**config.mk**
```make
export PLATFORM = sky130hd
export DESIGN_NAME = systolic_tile_sequencer
export DESIGN_NICKNAME = d
export VERILOG_FILES = /design/src/rtl/systolic_tile_sequencer.sv
export SDC_FILE = /design/constraint.sdc
export NUM_CORES = 1
export LEC_CHECK = 0
export ABC_AREA = 1
export BUFFER_PORTS_ARGS = -buffer_cell sky130_fd_sc_hd__buf_2
export CAP_MARGIN = 20
export CELL_PAD_IN_SITES_DETAIL_PLACEMENT = 1
export CELL_PAD_IN_SITES_GLOBAL_PLACEMENT = 2
export CORE_AREA = 3 3 140 169
export DETAILED_ROUTE_END_ITERATION = 16
export DIE_AREA = 0 0 143 172
export GPL_ROUTABILITY_DRIVEN = 0
export PLACE_DENSITY_LB_ADDON = 0.1
export SLEW_MARGIN = 20
export SYNTH_ARGS = -nofsm -noshare
export SYNTH_HDL_FRONTEND = slang
export SYNTH_SLANG_ARGS = --single-unit
```
**constraint.sdc**
```tcl
create_clock -name clk -period 6.6 [get_ports clk]
set_input_delay 0 -clock clk [delete_from_list [all_inputs] [get_ports clk]]
set_output_delay 0 -clock clk [all_outputs]
set_load 0.02 [all_outputs]
```
**src/rtl/systolic_tile_sequencer.sv**
```systemverilog
// Tile-operation sequencer for the OS/WS systolic array: command latch, operand streaming, flush wait, drain and result handshake.
// Optional build macro SEQ_PERF_CNT_EN adds the perf_cycles / perf_stalls counters.
module systolic_tile_sequencer #(
  parameter int DATA_WIDTH = 8,
  parameter int ROWS       = 8,
  parameter int COLS       = 8,
  parameter int K_WIDTH    = 8
) (
  input  logic                       clk,
  input  logic                       rst,
  input  logic                       start,
  input  logic                       mode,
  input  logic [K_WIDTH-1:0]         k_len,
  output logic                       busy,
  output logic                       done,
  input  logic                       in_valid,
  output logic                       in_ready,
  input  logic [DATA_WIDTH*ROWS-1:0] in_a,
  input  logic [DATA_WIDTH*COLS-1:0] in_b,
  output logic                       sa_enable,
  output logic                       sa_load,
  output logic                       sa_data_flow,
  output logic                       sa_drain,
  output logic [DATA_WIDTH*ROWS-1:0] sa_A,
  output logic [DATA_WIDTH*COLS-1:0] sa_B,
  output logic                       res_valid,
  input  logic                       res_ready
`ifdef SEQ_PERF_CNT_EN
  ,
  output logic [31:0]                perf_cycles,
  output logic [31:0]                perf_stalls
`endif
);

  localparam int FLUSH_W = $clog2(ROWS + COLS) + 1;
  localparam logic [FLUSH_W-1:0] FLUSH_LAST = FLUSH_W'(ROWS + COLS - 2);
  localparam logic [K_WIDTH-1:0] LOAD_LAST  = K_WIDTH'(ROWS - 1);

  typedef enum logic [2:0] {
    ST_IDLE   = 3'd0,
    ST_LOAD   = 3'd1,
    ST_STREAM = 3'd2,
    ST_FLUSH  = 3'd3,
    ST_DRAIN  = 3'd4,
    ST_RESP   = 3'd5
  } state_t;

  state_t                       state_r;
  logic [K_WIDTH-1:0]           k_len_r;
  logic [K_WIDTH-1:0]           beat_cnt_r;
  logic [FLUSH_W-1:0]           flush_cnt_r;
  logic                         sa_enable_r;
  logic                         sa_load_r;
  logic                         sa_data_flow_r;
  logic [DATA_WIDTH*ROWS-1:0]   sa_a_r;
  logic [DATA_WIDTH*COLS-1:0]   sa_b_r;
  logic                         res_valid_r;

  logic                         in_ready_s;
  logic                         accept_s;
  logic                         last_beat_s;
  logic                         cmd_accept_s;
  logic [K_WIDTH-1:0]           beat_last_s;

  // Handshake decode: beat acceptance, last-beat detection and command acceptance
  always_comb begin
    in_ready_s   = 1'b0;
    beat_last_s  = LOAD_LAST;
    case (state_r)
      ST_LOAD: begin
        in_ready_s  = 1'b1;
        beat_last_s = LOAD_LAST;
      end
      ST_STREAM: begin
        in_ready_s  = 1'b1;
        beat_last_s = k_len_r - {{(K_WIDTH-1){1'b0}}, 1'b1};
      end
      default: begin
        in_ready_s  = 1'b0;
        beat_last_s = LOAD_LAST;
      end
    endcase
    accept_s     = in_valid & in_ready_s;
    last_beat_s  = accept_s & (beat_cnt_r == beat_last_s);
    cmd_accept_s = (state_r == ST_IDLE) & start & (k_len != {K_WIDTH{1'b0}});
  end

  // Main sequencing FSM with registered array-side outputs
  always_ff @(posedge clk or posedge rst) begin
    if (rst) begin
      state_r        <= ST_IDLE;
      k_len_r        <= {K_WIDTH{1'b0}};
      beat_cnt_r     <= {K_WIDTH{1'b0}};
      flush_cnt_r    <= {FLUSH_W{1'b0}};
      sa_enable_r    <= 1'b0;
      sa_load_r      <= 1'b0;
      sa_data_flow_r <= 1'b0;
      sa_a_r         <= '0;
      sa_b_r         <= '0;
      res_valid_r    <= 1'b0;
    end else begin
      // array pins idle unless a beat is accepted this cycle
      sa_enable_r <= 1'b0;
      sa_load_r   <= 1'b0;
      sa_a_r      <= '0;
      sa_b_r      <= '0;
      case (state_r)
        ST_IDLE: begin
          if (cmd_accept_s) begin
            k_len_r        <= k_len;
            sa_data_flow_r <= mode;
            beat_cnt_r     <= {K_WIDTH{1'b0}};
            state_r        <= mode ? ST_LOAD : ST_STREAM;
          end else begin
            state_r <= ST_IDLE;
          end
        end
        ST_LOAD: begin
          if (accept_s) begin
            sa_load_r <= 1'b1;
            sa_b_r    <= in_b;
            if (last_beat_s) begin
              beat_cnt_r <= {K_WIDTH{1'b0}};
              state_r    <= ST_STREAM;
            end else begin
              beat_cnt_r <= beat_cnt_r + {{(K_WIDTH-1){1'b0}}, 1'b1};
            end
          end else begin
            state_r <= ST_LOAD;
          end
        end
        ST_STREAM: begin
          if (accept_s) begin
            sa_enable_r <= 1'b1;
            sa_a_r      <= in_a;
            sa_b_r      <= in_b;
            if (last_beat_s) begin
              flush_cnt_r <= {FLUSH_W{1'b0}};
              state_r     <= ST_FLUSH;
            end else begin
              beat_cnt_r <= beat_cnt_r + {{(K_WIDTH-1){1'b0}}, 1'b1};
            end
          end else begin
            state_r <= ST_STREAM;
          end
        end
        ST_FLUSH: begin
          if (flush_cnt_r == FLUSH_LAST) begin
            state_r <= ST_DRAIN;
          end else begin
            flush_cnt_r <= flush_cnt_r + {{(FLUSH_W-1){1'b0}}, 1'b1};
          end
        end
        ST_DRAIN: begin
          res_valid_r <= 1'b1;
          state_r     <= ST_RESP;
        end
        ST_RESP: begin
          if (res_ready) begin
            res_valid_r <= 1'b0;
            state_r     <= ST_IDLE;
          end else begin
            state_r <= ST_RESP;
          end
        end
        default: begin
          res_valid_r <= 1'b0;
          state_r     <= ST_IDLE;
        end
      endcase
    end
  end

  assign busy         = (state_r != ST_IDLE);
  assign sa_drain     = (state_r == ST_DRAIN);
  assign in_ready     = in_ready_s;
  assign done         = res_valid_r & res_ready;
  assign sa_enable    = sa_enable_r;
  assign sa_load      = sa_load_r;
  assign sa_data_flow = sa_data_flow_r;
  assign sa_A         = sa_a_r;
  assign sa_B         = sa_b_r;
  assign res_valid    = res_valid_r;

`ifdef SEQ_PERF_CNT_EN
  logic [31:0] perf_cycles_r;
  logic [31:0] stall_cnt_r;

  // Busy-cycle counter: restarts with each command, saturates, holds in IDLE
  always_ff @(posedge clk or posedge rst) begin
    if (rst) begin
      perf_cycles_r <= 32'd0;
    end else if (cmd_accept_s) begin
      perf_cycles_r <= 32'd0;
    end else if (busy && (perf_cycles_r != 32'hFFFF_FFFF)) begin
      perf_cycles_r <= perf_cycles_r + 32'd1;
    end else begin
      perf_cycles_r <= perf_cycles_r;
    end
  end

  // Operand starvation counter: beat slots offered with no valid data
  always_ff @(posedge clk or posedge rst) begin
    if (rst) begin
      stall_cnt_r <= 32'd0;
    end else if (in_ready_s && !in_valid && (stall_cnt_r != 32'hFFFF_FFFF)) begin
      stall_cnt_r <= stall_cnt_r + 32'd1;
    end else begin
      stall_cnt_r <= stall_cnt_r;
    end
  end

  assign perf_cycles = perf_cycles_r;
  assign perf_stalls = stall_cnt_r;
`endif

endmodule
```
==> impl_metrics.yaml, run 1 <==
critical_path:
  path_class: "reg -> reg"
  slowest_delay_ns: 0.57
  crit_fanout: 18
  start_kind: "flop"
  path_delay_family: "simple AND/OR/NAND/NOR gates"
  cp.buffers_inverters: 2
  required_ns: 6.92
  cp_cell_sequence: "inv_2 -> nor2_4 -> nand4_1 -> nand2_1 -> nand3_1 -> nor2_4 -> nand3_2 -> nand2_2 -> inv_1 -> nand2_1 -> nand2_1"
  end_kind: "flop"
  crit_slowest_cell: "dfrtp_1"
  cp_common_cell: "nand2_1"
  cp.arrival_ns: 2.78
yosys:
  synthesis.instances: 672
  yosysTopAreaCell: "dfrtp_1"
  ys_types: 30
  yosysSeqAreaShare_pct: 63.1
  synth_area_leaders: "dfrtp_1 (63%), inv_1 (9.8%), nor2_1 (9.0%)"
  ys_warn_count: 0
  syn_area_per_cell_sq_um: 9.21
  synth-seq-cells: 156
  synth_area_sq_um: 6190
  syn_nets: 818
  synth_top_cell_area_share_pct: 63.1
power:
  ir_worst_vdd_uv: 200
  power.density_nw_per_um2: 356
  p_total_mw: 3.50
  power_leakage_nw: 5.81
sta:
  clock_skew_ns: 0.0112
  layout_setup_ws_ns: 4.14
  drv_slew: 0
  relSlewSlack_pct: 37.5
  setup_tns_ns: 0
  timing.fmax_ghz: 0.406
  timing.final.crit_share_pct: 37.3
  whs_ns: 0.258
  hold_viol: 0
  setup_viol: 0
  max_slew.worst_pin.slew_ns: 0.934
  rsz0062_at_grt: "no"
  fin_crit_ns: 2.46
cts:
  htree_levels: 4
  cts_tree: "done"
  clock-sinks: 156
  cts-root-buf: "clkbuf_16"
  cts.clk_slew.worst_paths_ns: 0.07
  post_cts_resize_count: 0
  clock_path_buffers: 2
  clock_latency_ns: 0.42
  cts_buffers: 17
grt:
  grt_overflow_total: 0
  grt_pass1_wl_um: 33700
  first_global_vias: 6079
  track_usage_pct: 18.0
  antenna_found_initial: 1
  grt_max_degree: 96
detailed_routing:
  vias_per_cell: 4.09
  drtAntennaViolNets: 0
  finalWirelength_um: 22000
  num_vias: 5667
  wl_per_cell_um: 15.9
  dr.pass1.iters: 4
  drt_iter0_markers: 179
  drt_drc_violations_left: 0
floorplan:
  coreArea_sq_um: 22300
  io_pins: 278
  initial_core_util_pct: 27.8
  fp.dieH_um: 172
  die_area_sq_um: 24600
  rows: 60
  fp.dieW_um: 143
placement:
  io_buffers: 277
  hpwl_um: 15600
  pre_cts_ws_ns: 4.07
final_layout:
  synthToLayoutAreaGrowth_pct: 58.4
  drive_above_1_share_pct: 30.9
  nNetsFinal: 1240
  final_cell_mix: "buf_2 (277), inv_1 (159), dfrtp_1 (156)"
  layout_commonest_cell: "buf_2"
min_path:
  hold_path.class: "in -> reg"
outcome:
  status: "completed"
job:
  max_cap_viol_count: 0
-- report_power, final --
group | switching (mW) | internal [mW] | leakage, nW
registers | 0.108 | 1.18 | 2.10
clock network | 0.428 | 0.538 | 0.285
logic | 0.851 | 0.391 | 3.43
-- sequential cells by signal, indices dropped and copies added, names as in the netlist --
register,count
sa_A,64
sa_B,64
beat_cnt_r,8
k_len_r,8
flush_cnt_r,5
state_r,3
res_valid,1
sa_data_flow,1
sa_enable,1
sa_load,1
-- cells by family after synthesis --
logic type	share of synthesized area, %
AND/OR/NAND/NOR	20.8
buffers and inverters	12.2
flip-flops	63.1
AO/OA/AOI/OAI	2.04
XOR/XNOR	1.13
adder cells (fa/ha/maj)	0.808
-- worst min-delay path, stage by stage --
cell	delay [ns]
buf_2	0.10
nand2_1	0.13
nor2_1	0.23
nand2_1	0.11
o21ai_0	0.07
-- synth_stat cells (all sizes together) --
| library cell | count |
|---|---|
| inv | 165 |
| dfrtp | 156 |
| nor2 | 153 |
| nand2 | 93 |
| nand3 | 32 |
| o21ai | 18 |
| buf | 14 |
| nand4 | 11 |
| xor2 | 8 |
| clkbuf | 4 |
| ha | 4 |
| a21oi | 3 |
| nor4 | 3 |
| nand3b | 2 |
| nor3 | 2 |
| a31oi | 1 |
| clkinv | 1 |
| o21bai | 1 |
| or2 | 1 |
-- routing by layer --
| metal | track usage [%] | up-vias | part of all wire, % |
|---|---|---|---|
| met5 | 0 | - | 0 |
| li1 | - | 2793 | - |
| met4 | 6.86 | 0 | 2.3 |
| met3 | 3.85 | 29 | 5.5 |
| met1 | 20.1 | 2677 | 39 |
| met2 | 33.2 | 168 | 53 |
-- final cells by class --
cell class / count / area, sq um
antenna: 1 / 2.50
sequential: 156 / 3900
tap: 279 / 349
timing repair buffer: 421 / 2820
clock inverter: 13 / 133
multi-input combinational: 332 / 1530
clock buffer: 18 / 439
fill: 2684 / 12500
inverter: 166 / 628
-- final timing paths --
check / from / endpoint / depth (start not counted) / slack, ns
max: state_r[1] / beat_cnt_r[7] / 11 / 4.14
min: start / k_len_r[5] / 5 / 0.26
max reg2reg: state_r[1] / beat_cnt_r[7] / 11 / 4.14
min reg2reg: sa_data_flow / sa_data_flow / 2 / 0.49
max in group asynchronous: rst / k_len_r[1] / 4 / 4.85
min in group asynchronous: rst / sa_A[52] / 3 / 0.34
-- through the flow --
step,instances,utilization (%),instance area [sq um]
3_3_place_gp,1214,35.1,7830
5_1_grt,1386,44.0,9810
6_report,1386,44.0,9810
2_1_floorplan,672,-,6190
3_5_place_dp,1214,35.1,7830
4_1_cts,1385,44.0,9800
-- what timing repair did --
action,CTS,global route
buffers inserted,0,0
hold endpoints to repair,235,0
hold buffers,140,0
Note: power is estimated with default switching activity, not from simulation.
==> run 2: changes to the inputs <==
- CORE_AREA: 3 3 140 169 -> 3 3 145 176
- DIE_AREA: 0 0 143 172 -> 0 0 148 179
- clock period: 6.6 -> 2.4 ns (I/O delays scaled with it)
==> run 2 against run 1 <==
Effect of this change: count of clock-buffer cells in the layout increased by 1; hold slack got worse by 0.22 ns; sequential share of layout area is 0.71 points lower; routed wire length grew 0.31%; via count up 1.3%; sequential power grew to 2.7 times the previous value; worst setup slack worse by 3.8 ns; critical path type unchanged; highest routed layer unchanged.
==> impl_metrics.yaml, run 2 (synthesized netlist as in run 1, its figures left out) <==
outcome:
  status: "completed"
floorplan:
  fp.dieH_um: 179
  rows: 62
  coreArea_sq_um: 23900
  fp.dieW_um: 148
  initial_core_util_pct: 25.9
  io_pins: 278
  die_area_sq_um: 26500
final_layout:
  finish.instance_area_sq_um: 9990
  layout_commonest_cell: "buf_2"
  nNetsFinal: 1249
  num-fill-cells: 2913
  final_cell_mix: "buf_2 (277), inv_1 (159), dfrtp_1 (156)"
  drive_above_1_share_pct: 31.5
  synthToLayoutAreaGrowth_pct: 61.3
  finalNonFillerCells: 1437
critical_path:
  start_kind: "flop"
  cp.buffers_inverters: 2
  path_delay_family: "simple AND/OR/NAND/NOR gates"
  path_class: "reg -> reg"
  cp_cell_sequence: "inv_1 -> nand2_2 -> nor2_4 -> nand4_1 -> nand2_1 -> nand3_1 -> nor2_4 -> nand3_2 -> nand2_4 -> inv_1 -> nand2_1 -> nand2_1"
  required_ns: 2.72
  end_kind: "flop"
  crit_fanout: 14
  cp_common_cell: "nand2_1"
  crit_slowest_cell: "dfrtp_1"
  slowest_delay_ns: 0.46
  cp.arrival_ns: 2.38
power:
  p_int_mw: 5.82
  clock_power_share_pct: 27.0
  netSwitchingFraction_pct: 40.0
  ir_worst_vdd_uv: 509
  power.density_nw_per_um2: 973
  power_leakage_nw: 5.86
  p_switching_mw: 3.89
  seqPwrFrac_pct: 36.2
  power_frac_comb_pct: 36.8
grt:
  antenna_found_initial: 1
  grt_pass1_wl_um: 34500
  grt_overflow_total: 0
  track_usage_pct: 16.8
  grt_max_degree: 65
  first_global_vias: 6206
detailed_routing:
  vias_per_cell: 3.99
  wl_per_cell_um: 15.3
  drtAntennaViolNets: 0
  dr.pass1.iters: 4
  num_vias: 5739
  drt_drc_violations_left: 0
  finalWirelength_um: 22000
  drt_iter0_markers: 170
cts:
  clock-sinks: 156
  cts_setup_buffers: 0
  cts-root-buf: "clkbuf_16"
  htree_levels: 4
  cts.clk_slew.worst_paths_ns: 0.07
  clock_path_buffers: 2
  clock_latency_ns: 0.43
  cts_tree: "done"
  cts_buffers: 17
placement:
  io_buffers: 277
  placed_area_sq_um: 8010
  placed_cells: 1264
  hpwl_um: 15800
sta:
  setup_viol: 0
  max_slew.worst_pin.slew_ns: 0.682
  drv_slew: 0
  rsz0062_at_grt: "no"
  timing.final.crit_share_pct: 86.0
  relSlewSlack_pct: 54.4
  timing.fmax_ghz: 0.484
  hold_viol: 0
  clock_skew_ns: 0.0108
  setup_tns_ns: 0
  fin_crit_ns: 2.06
job:
  max_cap_viol_count: 0
min_path:
  hold_path.class: "in -> reg"
==> run 2: layout make-up <==
class,instances,area [sq um],share of cell area [%]
well taps,320,400,4.01
diodes,1,2.50,0.0251
repair buffers,430,2950,29.5
clock buffers,19,443,4.44
flip-flops and latches,156,3900,39.1
clock inverters,13,120,1.20
inverters,166,627,6.28
multi-input cells,332,1540,15.4
==> run 2: tightest hold or removal path: cells and delay by family <==
kind / cells / cell delay (ns)
simple gates: 4 / 0.31
buf+inv: 1 / 0.11
==> run 2: path summary, 6_finish.rpt <==
kind	start	slack, ns	end	cells after the start
max in group asynchronous	rst	1.45	sa_B[40]	4
worst min register to register	sa_data_flow	0.48	sa_data_flow	2
worst min-delay path	start	0.04	sa_data_flow	5
worst max register to register	state_r[2]	0.34	beat_cnt_r[5]	12
min in group asynchronous	rst	0.25	k_len_r[0]	3
worst max-delay path	state_r[2]	0.34	beat_cnt_r[5]	12
==> run 2: routing by layer <==
layer | routed length, um | track usage, %
met4 | 595 | 6.24
met3 | 1190 | 4.05
met2 | 11200 | 30.0
met5 | 0 | 0
met1 | 9090 | 19.6
==> run 2: power by group through the flow <==
stage / Sequential [mW] / Combinational, mW / Clock, mW
after global routing: 3.59 / 3.96 / 2.83
after CTS: 3.52 / 3.64 / 2.72
final: 3.52 / 3.57 / 2.63
after floorplan: 4.21 / 1.52 / 0
after detailed placement: 3.57 / 3.44 / 0
after global placement: 3.55 / 3.44 / 0
==> run 2: timing repair <==
action | CTS | global route
gates resized for setup | 0 | 3
endpoints found under the setup margin | 0 | 6
endpoints found under the hold margin | 162 | 0
hold buffers | 140 | 0
==> run 2: through the flow <==
| step | worst slack (ns) | util [%] | hold slack (ns) | power, mW |
|---|---|---|---|---|
| 3_5_place_dp | 0.151 | 33.5 | 0.144 | 7.01 |
| 3_3_place_gp | 0.266 | 33.5 | 0.134 | 6.99 |
| 6_report | 0.336 | 41.8 | 0.0375 | 9.71 |
| 4_1_cts | 0.148 | 41.8 | 0.0232 | 9.88 |
| 2_1_floorplan | 0.427 | - | 0.106 | 5.72 |
| 5_1_grt | 0.0381 | 41.8 | 0.0863 | 10.4 |
